[src/rtl/mem_stage_pkg.sv]
// mem_stage_pkg: shared constants for the MEM stage.
//   - funct3 access size/sign codes for loads and stores
//   - FSM state encoding for the memory handshake
//   - writeback-select encodings carried through MEM/WB
//   - is_misaligned(): alignment rule shared by the stage
package mem_stage_pkg;

  localparam logic [2:0] F3_B  = 3'b000;  // LB / SB
  localparam logic [2:0] F3_H  = 3'b001;  // LH / SH
  localparam logic [2:0] F3_W  = 3'b010;  // LW / SW
  localparam logic [2:0] F3_BU = 3'b100;  // LBU
  localparam logic [2:0] F3_HU = 3'b101;  // LHU

  localparam logic [1:0] WB_SEL_ALU = 2'd0;
  localparam logic [1:0] WB_SEL_MEM = 2'd1;
  localparam logic [1:0] WB_SEL_PC4 = 2'd2;

  typedef enum logic [1:0] {
    ST_IDLE = 2'd0,  // no transaction outstanding
    ST_REQ  = 2'd1,  // request held until dmem_ready
    ST_RESP = 2'd2   // load accepted, waiting for dmem_rvalid
  } state_e;

  // funct3[1:0] encodes the size: 00 byte, 01 half, 10 word.
  function automatic logic is_misaligned(input logic [2:0] f3, input logic [1:0] a);
    logic mis;
    mis = 1'b0;
    if (f3[1:0] == 2'b01) mis = a[0];
    else if (f3[1:0] == 2'b10) mis = (a != 2'b00);
    return mis;
  endfunction

endpackage

[src/rtl/mem_stage_align.sv]
// mem_align: combinational lane logic for data memory accesses.
// Ports:
//   funct3     in   access size/sign
//   addr_lo    in   byte offset within the word (a[1:0])
//   st_data    in   raw store data (low bits significant)
//   rd_data    in   word returned by memory
//   be         out  store byte enables
//   wdata      out  store data replicated across all lanes
//   load_data  out  lane-selected, sign/zero-extended load result
module mem_align
  import mem_stage_pkg::*;
#(
  parameter int DATA_W = 32
) (
  input  logic [2:0]          funct3,
  input  logic [1:0]          addr_lo,
  input  logic [DATA_W-1:0]   st_data,
  input  logic [DATA_W-1:0]   rd_data,
  output logic [DATA_W/8-1:0] be,
  output logic [DATA_W-1:0]   wdata,
  output logic [DATA_W-1:0]   load_data
);

  localparam int NB = DATA_W / 8;

  logic [7:0]  lane_byte;
  logic [15:0] lane_half;

  // Halfwords are only ever issued aligned, so a[1] alone picks the half.
  assign lane_byte = rd_data[{addr_lo, 3'b000} +: 8];
  assign lane_half = rd_data[{addr_lo[1], 4'b0000} +: 16];

  always_comb begin
    be    = '1;
    wdata = st_data;
    unique case (funct3[1:0])
      2'b00: begin
        be    = {{(NB-1){1'b0}}, 1'b1} << addr_lo;
        wdata = {NB{st_data[7:0]}};
      end
      2'b01: begin
        be    = {{(NB-2){1'b0}}, 2'b11} << addr_lo;
        wdata = {(NB/2){st_data[15:0]}};
      end
      default: begin
        be    = '1;
        wdata = st_data;
      end
    endcase
  end

  always_comb begin
    load_data = rd_data;
    case (funct3)
      F3_B:    load_data = {{(DATA_W-8){lane_byte[7]}}, lane_byte};
      F3_H:    load_data = {{(DATA_W-16){lane_half[15]}}, lane_half};
      F3_BU:   load_data = {{(DATA_W-8){1'b0}}, lane_byte};
      F3_HU:   load_data = {{(DATA_W-16){1'b0}}, lane_half};
      default: load_data = rd_data;
    endcase
  end

endmodule

[src/rtl/mem_stage.sv]
// mem_stage: RV32I memory stage. Issues data-memory requests for loads and
// stores, stalls the upstream pipeline while a transaction is outstanding,
// and updates the MEM/WB register.
// Ports:
//   clk, rst                      clock, async active-high reset
//   ex_*                          EX/MEM register contents
//   flush                         turn this cycle's MEM/WB update into a bubble
//   mem_stall                     freeze upstream stages
//   dmem_*                        data memory request / response
//   wb_*                          MEM/WB register
//   dbg_state                     current FSM state (mem_stage_pkg::state_e)
//
// Handshake: dmem_req/we/be/addr/wdata are held stable from issue until the
// cycle dmem_ready=1 (acceptance). A load completes on the cycle dmem_rvalid=1,
// which may be the acceptance cycle itself. A store completes on acceptance.
module mem_stage
  import mem_stage_pkg::*;
#(
  parameter int DATA_W   = 32,
  parameter int RD_W     = 5,
  parameter int WB_SEL_W = 2
) (
  input  logic                clk,
  input  logic                rst,
  input  logic                ex_valid,
  input  logic [DATA_W-1:0]   ex_alu_out,
  input  logic [DATA_W-1:0]   ex_writedata,
  input  logic [RD_W-1:0]     ex_rd,
  input  logic                ex_memread_en,
  input  logic                ex_memwrite_en,
  input  logic                ex_regwrite_en,
  input  logic [WB_SEL_W-1:0] ex_wb_sel,
  input  logic [2:0]          ex_funct3,
  input  logic                flush,
  output logic                mem_stall,
  output logic                dmem_req,
  output logic                dmem_we,
  output logic [DATA_W/8-1:0] dmem_be,
  output logic [DATA_W-1:0]   dmem_addr,
  output logic [DATA_W-1:0]   dmem_wdata,
  input  logic                dmem_ready,
  input  logic                dmem_rvalid,
  input  logic [DATA_W-1:0]   dmem_rdata,
  output logic                wb_valid,
  output logic [RD_W-1:0]     wb_rd,
  output logic                wb_regwrite_en,
  output logic [WB_SEL_W-1:0] wb_wb_sel,
  output logic [DATA_W-1:0]   wb_alu_out,
  output logic [DATA_W-1:0]   wb_load_data,
  output logic                wb_misaligned,
  output logic [1:0]          dbg_state
);

  state_e state_q, state_d;
  logic   kill_q, kill_d;  // a flush arrived while the transaction was outstanding

  // Copy of the instruction taken at issue; drives the bus and MEM/WB later.
  logic                req_we_q,       req_we_d;
  logic [2:0]          req_f3_q,       req_f3_d;
  logic [DATA_W-1:0]   req_alu_q,      req_alu_d;
  logic [DATA_W-1:0]   req_wdata_q,    req_wdata_d;
  logic [RD_W-1:0]     req_rd_q,       req_rd_d;
  logic                req_regwrite_q, req_regwrite_d;
  logic [WB_SEL_W-1:0] req_wb_sel_q,   req_wb_sel_d;

  logic                wb_valid_q,     wb_valid_d;
  logic [RD_W-1:0]     wb_rd_q,        wb_rd_d;
  logic                wb_regwrite_q,  wb_regwrite_d;
  logic [WB_SEL_W-1:0] wb_wb_sel_q,    wb_wb_sel_d;
  logic [DATA_W-1:0]   wb_alu_out_q,   wb_alu_out_d;
  logic [DATA_W-1:0]   wb_load_q,      wb_load_d;
  logic                wb_mis_q,       wb_mis_d;

  logic is_memop, mis_acc, idle, issue, req_c, complete, latch_en, discard;

  logic                cur_we, cur_regwrite;
  logic [2:0]          cur_f3;
  logic [DATA_W-1:0]   cur_alu, cur_wdata;
  logic [RD_W-1:0]     cur_rd;
  logic [WB_SEL_W-1:0] cur_wb_sel;

  logic [DATA_W/8-1:0] al_be;
  logic [DATA_W-1:0]   al_wdata, al_load;

  assign idle     = (state_q == ST_IDLE);
  assign is_memop = ex_valid && (ex_memread_en || ex_memwrite_en);
  assign mis_acc  = is_memop && is_misaligned(ex_funct3, ex_alu_out[1:0]);
  assign issue    = idle && is_memop && !mis_acc;

  // In IDLE the live EX fields describe the access; afterwards the copy does.
  assign cur_we       = idle ? ex_memwrite_en : req_we_q;
  assign cur_f3       = idle ? ex_funct3      : req_f3_q;
  assign cur_alu      = idle ? ex_alu_out     : req_alu_q;
  assign cur_wdata    = idle ? ex_writedata   : req_wdata_q;
  assign cur_rd       = idle ? ex_rd          : req_rd_q;
  assign cur_regwrite = idle ? ex_regwrite_en : req_regwrite_q;
  assign cur_wb_sel   = idle ? ex_wb_sel      : req_wb_sel_q;

  mem_align #(.DATA_W(DATA_W)) u_align (
    .funct3    (cur_f3),
    .addr_lo   (cur_alu[1:0]),
    .st_data   (cur_wdata),
    .rd_data   (dmem_rdata),
    .be        (al_be),
    .wdata     (al_wdata),
    .load_data (al_load)
  );

  // FSM next state
  always_comb begin
    state_d  = state_q;
    kill_d   = kill_q;
    req_c    = 1'b0;
    complete = 1'b0;
    latch_en = 1'b0;
    unique case (state_q)
      ST_IDLE: begin
        if (issue) begin
          req_c    = 1'b1;
          latch_en = 1'b1;
          kill_d   = flush;
          if (dmem_ready) begin
            if (ex_memwrite_en || dmem_rvalid) complete = 1'b1;
            else state_d = ST_RESP;
          end else begin
            state_d = ST_REQ;
          end
        end
      end
      ST_REQ: begin
        req_c = 1'b1;
        if (flush) kill_d = 1'b1;
        if (dmem_ready) begin
          if (req_we_q || dmem_rvalid) complete = 1'b1;
          else state_d = ST_RESP;
        end
      end
      ST_RESP: begin
        if (flush) kill_d = 1'b1;
        if (dmem_rvalid) complete = 1'b1;
      end
      default: state_d = ST_IDLE;
    endcase
    if (complete) begin
      state_d = ST_IDLE;
      kill_d  = 1'b0;
    end
  end

  // Issue-time copy of the instruction
  always_comb begin
    req_we_d       = req_we_q;
    req_f3_d       = req_f3_q;
    req_alu_d      = req_alu_q;
    req_wdata_d    = req_wdata_q;
    req_rd_d       = req_rd_q;
    req_regwrite_d = req_regwrite_q;
    req_wb_sel_d   = req_wb_sel_q;
    if (latch_en) begin
      req_we_d       = ex_memwrite_en;
      req_f3_d       = ex_funct3;
      req_alu_d      = ex_alu_out;
      req_wdata_d    = ex_writedata;
      req_rd_d       = ex_rd;
      req_regwrite_d = ex_regwrite_en;
      req_wb_sel_d   = ex_wb_sel;
    end
  end

  // kill_q is always clear in IDLE, so this covers both same-cycle and
  // earlier flushes.
  assign discard = flush || kill_q;

  // MEM/WB next value: a bubble unless something retires this cycle
  always_comb begin
    wb_valid_d    = 1'b0;
    wb_rd_d       = '0;
    wb_regwrite_d = 1'b0;
    wb_wb_sel_d   = '0;
    wb_alu_out_d  = '0;
    wb_load_d     = '0;
    wb_mis_d      = 1'b0;
    if (!discard) begin
      if (idle && ex_valid && !issue) begin
        // non-memory instruction, or a misaligned access faulting in place
        wb_valid_d    = 1'b1;
        wb_rd_d       = ex_rd;
        wb_regwrite_d = ex_regwrite_en && !mis_acc;
        wb_wb_sel_d   = ex_wb_sel;
        wb_alu_out_d  = ex_alu_out;
        wb_mis_d      = mis_acc;
      end else if (complete) begin
        wb_valid_d    = 1'b1;
        wb_rd_d       = cur_rd;
        wb_regwrite_d = cur_regwrite;
        wb_wb_sel_d   = cur_wb_sel;
        wb_alu_out_d  = cur_alu;
        wb_load_d     = cur_we ? '0 : al_load;
      end
    end
  end

  always_ff @(posedge clk or posedge rst) begin
    if (rst) begin
      state_q        <= ST_IDLE;
      kill_q         <= 1'b0;
      req_we_q       <= 1'b0;
      req_f3_q       <= '0;
      req_alu_q      <= '0;
      req_wdata_q    <= '0;
      req_rd_q       <= '0;
      req_regwrite_q <= 1'b0;
      req_wb_sel_q   <= '0;
      wb_valid_q     <= 1'b0;
      wb_rd_q        <= '0;
      wb_regwrite_q  <= 1'b0;
      wb_wb_sel_q    <= '0;
      wb_alu_out_q   <= '0;
      wb_load_q      <= '0;
      wb_mis_q       <= 1'b0;
    end else begin
      state_q        <= state_d;
      kill_q         <= kill_d;
      req_we_q       <= req_we_d;
      req_f3_q       <= req_f3_d;
      req_alu_q      <= req_alu_d;
      req_wdata_q    <= req_wdata_d;
      req_rd_q       <= req_rd_d;
      req_regwrite_q <= req_regwrite_d;
      req_wb_sel_q   <= req_wb_sel_d;
      wb_valid_q     <= wb_valid_d;
      wb_rd_q        <= wb_rd_d;
      wb_regwrite_q  <= wb_regwrite_d;
      wb_wb_sel_q    <= wb_wb_sel_d;
      wb_alu_out_q   <= wb_alu_out_d;
      wb_load_q      <= wb_load_d;
      wb_mis_q       <= wb_mis_d;
    end
  end

  // Reset also masks the combinational request path so the bus drops at once.
  assign dmem_req   = req_c && !rst;
  assign dmem_we    = req_c && !rst && cur_we;
  assign dmem_be    = (req_c && !rst) ? al_be : '0;
  assign dmem_addr  = {cur_alu[DATA_W-1:2], 2'b00};
  assign dmem_wdata = al_wdata;
  assign mem_stall  = !rst && (state_d != ST_IDLE);

  assign wb_valid       = wb_valid_q;
  assign wb_rd          = wb_rd_q;
  assign wb_regwrite_en = wb_regwrite_q;
  assign wb_wb_sel      = wb_wb_sel_q;
  assign wb_alu_out     = wb_alu_out_q;
  assign wb_load_data   = wb_load_q;
  assign wb_misaligned  = wb_mis_q;
  assign dbg_state      = state_q;

endmodule

[config.mk]
export PLATFORM = sky130hd
export DESIGN_NAME = mem_stage
export DESIGN_NICKNAME = d
export VERILOG_FILES = /design/src/rtl/mem_stage_pkg.sv /design/src/rtl/mem_stage_align.sv /design/src/rtl/mem_stage.sv
export SDC_FILE = /design/constraint.sdc
export NUM_CORES = 1
export LEC_CHECK = 0
export CORE_UTILIZATION = 25
export DETAILED_ROUTE_END_ITERATION = 10
export HOLD_SLACK_MARGIN = 0.02
export PLACE_DENSITY = 0.61
export SYNTH_ARGS = -nofsm -noshare
export SYNTH_HDL_FRONTEND = slang
export SYNTH_SLANG_ARGS = --single-unit
[constraint.sdc]
create_clock -name clk -period 5.4 [get_ports clk]
set_input_delay 0.54 -clock clk [delete_from_list [all_inputs] [get_ports clk]]
set_output_delay 0.54 -clock clk [all_outputs]
set_load 0.02 [all_outputs]
* Word-level counts from Yosys, hierarchy flattened
Cells that the tools add are included.
** Cells by class
- Shifts and indexed selects :: 4
- Multiplexer cells :: 55
- Reductions and logical operators :: 25
- Equal/unequal tests :: 10
** Operators with widths (number)
- $mux W32 :: 9
- $pmux W32 S4 :: 1
- $pmux W32 S2 :: 1
- $shiftx A32 B6 Y16 :: 1
- $shiftx A32 B6 Y8 :: 1
- $mux W1 :: 23
- $mux W2 :: 10
- $mux W5 :: 4
- $logic_and A1 B1 Y1 :: 10
- $pmux W4 S2 :: 1
- $eq A2 B1 Y1 const B :: 3
- $eq A3 B3 Y1 const B :: 2
- $ne A3 B1 Y1 const B :: 2
- $pmux W2 S3 :: 1
- $eq A2 B2 Y1 const B :: 2
- $logic_not A2 Y1 :: 2
- $logic_or A1 B1 Y1 :: 4
- $mux W4 :: 1
- $pmux W1 S2 :: 2
- $reduce_bool A2 Y1 :: 2
- $shl A1 B2 Y4 const A :: 1
- $shl A2 B2 Y4 const A :: 1
- $eq A3 B1 Y1 const B :: 1
- $logic_not A1 Y1 :: 3
- other kinds (6) :: 6
** Storage, ports and cells
- Register bits :: 153
- Output and inout bits :: 147
- Word-level logic and storage cells :: 110
- Bits of input ports :: 115

* Logic depth before layout (Yosys ltp)
- Word-level depth :: 11
- Gate-level depth with buffers :: 11
- Mapped depth without buffers :: 7

* Hierarchy
A second synthesis with hierarchy kept.
** Unflattened totals
- Cell total of the unflattened synthesis :: 715
- Area, all modules :: 8134.1 µm²
** Modules (own cells, without submodules)
- mem_stage :: area each 6824.0 µm², times used 1, cells each 515
- mem_align :: area each 1310.0 µm², times used 1, cells each 200

* Least setup slack after synthesis
Ideal clock, no wire load.
- Kind :: register -> output
- Start point :: reg state_q[0], in the netlist dbg_state[0]
- End point :: out mem_stall
- Slack :: 2.057 ns
- Arrival :: 2.803 ns
- Cell stages (with the launch flop) :: 10
- Buffers on the path :: 4
- Cell sequence :: dfrtp_1 > inv_1 > ha_1 > buf_6 > buf_4 > buf_4 > buf_2 > o21ai_0 > o21a_1 > a2111oi_0
** Between the ends
- Cells in the longest elaborated chain, start to end :: 8
- Elaborated cells between the ends (all ways) :: 16
- Those cells by class :: eq/ne: 2; mux: 9; reduce/logical: 5
** RTL lines
- start, declared :: RTL line mem_stage.sv:54 : state_e state_q, state_d;
- start signal, assigned :: RTL line mem_stage.sv:222 : state_q <= state_d;
- $logic_not A2 Y1 :: RTL line mem_stage.sv:85, mem_stage.sv:116
- $logic_and A1 B1 Y1 (2 in series) :: RTL line mem_stage.sv:88 : assign issue = idle && is_memop && !mis_acc;
- $mux W2 / $mux W1 (equally long branches) :: RTL line mem_stage.sv:118 : if (issue) begin
- $pmux W2 S3 / $pmux W1 S3 (equally long branches) :: RTL line mem_stage.sv:116 : unique case (state_q)
- $mux W2 (*) :: RTL line mem_stage.sv:144 : if (complete) begin
- $reduce_bool A2 Y1 (*) :: RTL line mem_stage.sv:247 : assign mem_stall = !rst && (state_d != ST_IDLE);
- $logic_and A1 B1 Y1 (*) :: RTL line mem_stage.sv:247
- end, declared :: RTL line mem_stage.sv:35 : output logic mem_stall,
Every way passes the cells marked *; elsewhere a longest branch is shown, timed or not.

* Worst setup path after layout
- Start point :: in ex_funct3[1]
- End point :: out mem_stall
** Between the ends
- Cells in the longest elaborated chain, start to end :: 11
- Elaborated cells between the ends (all ways) :: 14
- Those cells by class :: eq/ne: 2; mux: 7; reduce/logical: 5
** RTL lines
- start, declared :: RTL line mem_stage.sv:33 : input logic [2:0] ex_funct3,
- $eq A2 B2 Y1 :: RTL line mem_stage_pkg.sv:29 : else if (f3[1:0] == 2'b10) mis = (a != 2'b00);
- $mux W1 :: RTL line mem_stage_pkg.sv:29
- $mux W1 (*) :: RTL line mem_stage_pkg.sv:28 : if (f3[1:0] == 2'b01) mis = a[0];
- $logic_and A1 B1 Y1 (*) :: RTL line mem_stage.sv:87 : assign mis_acc = is_memop && is_misaligned(ex_funct3, ex_alu_out[1:0]);
- $logic_not A1 Y1 (*) :: RTL line mem_stage.sv:88
- $logic_and A1 B1 Y1 (*) :: RTL line mem_stage.sv:88
- $mux W2 / $mux W1 (equally long branches) :: RTL line mem_stage.sv:118
- $pmux W2 S3 / $pmux W1 S3 (equally long branches) :: RTL line mem_stage.sv:116
- $mux W2 (*) :: RTL line mem_stage.sv:144
- $reduce_bool A2 Y1 (*) :: RTL line mem_stage.sv:247
- $logic_and A1 B1 Y1 (*) :: RTL line mem_stage.sv:247
Marked as above.

==> results.cfg <==
[floorplanning]
core_um2 = 29870
die_y_um = 176.8
fp.dieW_um = 176.8
die-area_um2 = 31250
num_io_pins = 262
start_util_pct = 25.56
num_rows = 63

[yosys]
synth.area.top_cells = dfrtp_1 (50%), mux2_2 (17%), o21ai_0 (4.4%)
ys_seq_elements = 153
synth_flop_cell = dfrtp_1
ys_top_cells_by_count = dfrtp_1 (153), mux2_2 (118), nand2_1 (81)
yosysTopAreaCellShare_pct = 50.13
syn_area_um2 = 7637
muxShareOfSynthArea_pct = 20.43
synth_simple_gate_area_share_pct = 11.71
synth_top_cell_by_area = dfrtp_1
synthAdderAreaFrac_pct = 0.6553
synth_top_family_by_area = multiplexers
synthXorXnorAreaFrac_pct = 0.2130
yosysMostFrequentCell = dfrtp_1
synth_compound_gate_area_share_pct = 12.65
yosysUniqueCellTypes = 50
yosys_warnings = 0
synthArstFlopShare_pct = 100.0
syn_area_per_cell_um2 = 10.53
synth_edf_count = 0
synth_seq_area_share_pct = 50.13
synth_cells = 725

[power]
swShare_pct = 40.73
seqPwrFrac_pct = 25.0
power_density_nw_per_um2 = 601.9
power_mw = 6.769
leakagePower_nw = 4.695
pwr-share-clk_pct = 20.2
internal_power_mw = 4.012
vdd_drop_max_mv = 0.3437
p_switching_mw = 2.757
comb_power_share_pct = 54.7

[critical_path]
r2r_start = dbg_state[0]
cp_slowest_cell = clkdlybuf4s50_1
cp-start-kind = primary input
crit_required_ns = 4.86
arrival_ns = 3.61
cp-end-kind = primary output
crit_type = primary input to primary output
reg2reg_depth = 9
cp-startpoint = ex_funct3[1]
slowest_delay_ns = 0.71
cp_max_fo = 34
crit_chain = clkdlybuf4s50_1, xnor2_2, o211a_1, nand2_4, o211a_1, a2111oi_0, clkdlybuf4s50_1
worstSetupEndpoint = mem_stall
r2r_slack_ns = 1.93
r2r_end = wb_load_data[14]

[sta]
min_period_ns = 4.145
clock_skew_ns = 0.009338
post-route-period-util_pct = 76.76
fmax_mhz = 241.3
tightest_slew_ns = 1.106
hold_violations = 0
rsz0062_at_grt = no
slew_violations = 0
setup_violations = 0
slew_headroom_pct = 26.12
setup_tns_ns = 0

[clock_tree]
clock_path_buffers = 2
h-tree-depth = 4
post_cts_resized = 0
insertion_delay_ns = 0.42
post_cts.repair.setup_buffers = 0
cts_tree = done
path_clk_slew_ns = 0.07
ctsRootBufferMaster = clkbuf_16
ctsHoldBuffers = 0
cts_sinks = 153
cts_inserted_buffers = 17

[route]
antenna_left = 0
dr.pass1.iters = 5
post_drt_wl_per_cell_um = 18.60
postRouteWirelength_mm = 25.39
vias_per_cell = 4.808
drt_iter0_markers = 425
drc = 0
num_vias = 6563

[min_path]
hp-class = register to register

[place]
place_area_um2 = 10580
dpl.hpwl_mm = 17.59
place.gp.congestion = 0.7969
portBuffers = 259

[flow_run]
maxCapViolations = 0

[layout]
area_delta_synth_final_pct = 47.26
final_util_pct = 37.65
layout-drive-gt1-share_pct = 18.21
nets = 1078
fin_area_um2 = 11250

[status]
outcome = finished clean

[grt]
antenna_found_initial = 2
grt_pass1_vias = 6489
grt_usage_pct = 16.21
grt_pass1_wl_mm = 38.70
grt_max_degree = 95
overflow = 0
==> layout make-up <==
| type | instances | area [um2] |
|---|---|---|
| Antenna cell | 3 | 7.507 |
| Clock buffer | 19 | 442.9 |
| Clock inverter | 13 | 215.2 |
| Fill cell | 2961 | 18630 |
| Inverter | 9 | 38.79 |
| Multi-Input combinational cell | 508 | 3551 |
| Sequential cell | 153 | 3829 |
| Tap cell | 390 | 488.0 |
| Timing Repair Buffer | 270 | 2675 |
==> layer usage <==
layer	global-route usage [%]	up-vias	share of wire (%)
met5	0	-	0
met4	5.172	0	2.0
met3	3.630	26	5.3
met2	25.96	208	47
met1	21.58	3259	45
li1	-	3070	-
==> flip-flops by register name, indices dropped and copies added (netlist names) <==
| name | count |
|---|---|
| dbg_state | 2 |
| kill_q | 1 |
| req_alu_q | 32 |
| req_f3_q | 3 |
| req_rd_q | 5 |
| req_regwrite_q | 1 |
| req_wb_sel_q | 2 |
| req_wdata_q | 32 |
| req_we_q | 1 |
| wb_alu_out | 32 |
| wb_load_data | 32 |
| wb_misaligned | 1 |
| wb_rd | 5 |
| wb_regwrite_en | 1 |
| wb_valid | 1 |
| wb_wb_sel | 2 |
==> how the worst min path moves through the flow <==
stage	start	endpoint	slack [ns]	cells after the start
2_1_floorplan	req_rd_q[0]	wb_rd[0]	0.46	2
3_3_place_gp	req_rd_q[1]	wb_rd[1]	0.46	2
3_5_place_dp	req_rd_q[1]	wb_rd[1]	0.47	2
4_1_cts	req_rd_q[1]	wb_rd[1]	0.49	2
5_1_grt	req_wb_sel_q[0]	wb_wb_sel[0]	0.51	2
6_report	req_rd_q[2]	wb_rd[2]	0.49	2
==> worst max-delay path: cells and delay by family <==
family | cells | cell delay, ns
compound gates | 3 | 1.11
xor+xnor | 1 | 0.30
buf+inv | 2 | 1.35
simple gates | 1 | 0.30
==> power by group through the flow <==
stage	Clock, mW	Combinational, mW	Sequential, mW
floorplan	0	2.21	1.76
global placement	0	3.70	1.70
detailed placement	0	3.72	1.71
CTS	1.41	3.73	1.69
global route	1.46	3.97	1.74
finish	1.37	3.70	1.69
==> cell families after synthesis <==
group / after synthesis
AO/OA/AOI/OAI: 158
multiplexers: 139
adder cells (fa/ha/maj): 4
buffers and inverters: 65
XOR/XNOR: 1
flip-flops: 153
AND/OR/NAND/NOR: 204
other: 1
==> cell usage in the layout (no fill, tap or decap), types with 2 or more instances in the layout <==
master	Yosys	layout
conb_1	1	2
nand2b_1	2	2
a22oi_1	8	8
dfrtp_1	153	153
clkinvlp_4	0	2
a21o_1	3	3
a31oi_1	3	3
buf_4	5	11
nor2_1	37	36
inv_6	0	3
bufinv_16	0	5
clkbuf_16	0	17
nand2_1	81	80
nor2b_1	3	3
o22ai_1	5	5
o21ai_0	67	67
o221ai_1	7	7
nand3_1	49	48
inv_1	9	8
a21oi_1	38	37
mux2_2	118	118
clkdlybuf4s50_1	0	259
o211a_1	5	5
mux2i_1	18	17
o21a_1	2	2
clkinv_2	0	2
diode_2	0	3
nor3_1	24	24
inv_8	0	2
a32oi_1	7	7
ha_1	4	3
a211oi_1	2	2
==> per-stage QoR <==
stage | setup slack [ns] | instances | hold slack [ns]
floorplan | 0.7386 | 726 | 0.4552
global placement | 1.255 | 1330 | 0.4621
detailed placement | 1.224 | 1330 | 0.4727
CTS | 1.209 | 1362 | 0.4864
global route | 1.032 | 1363 | 0.5103
finish | 1.255 | 1365 | 0.4863
Note: power is estimated with default switching activity, not from simulation.
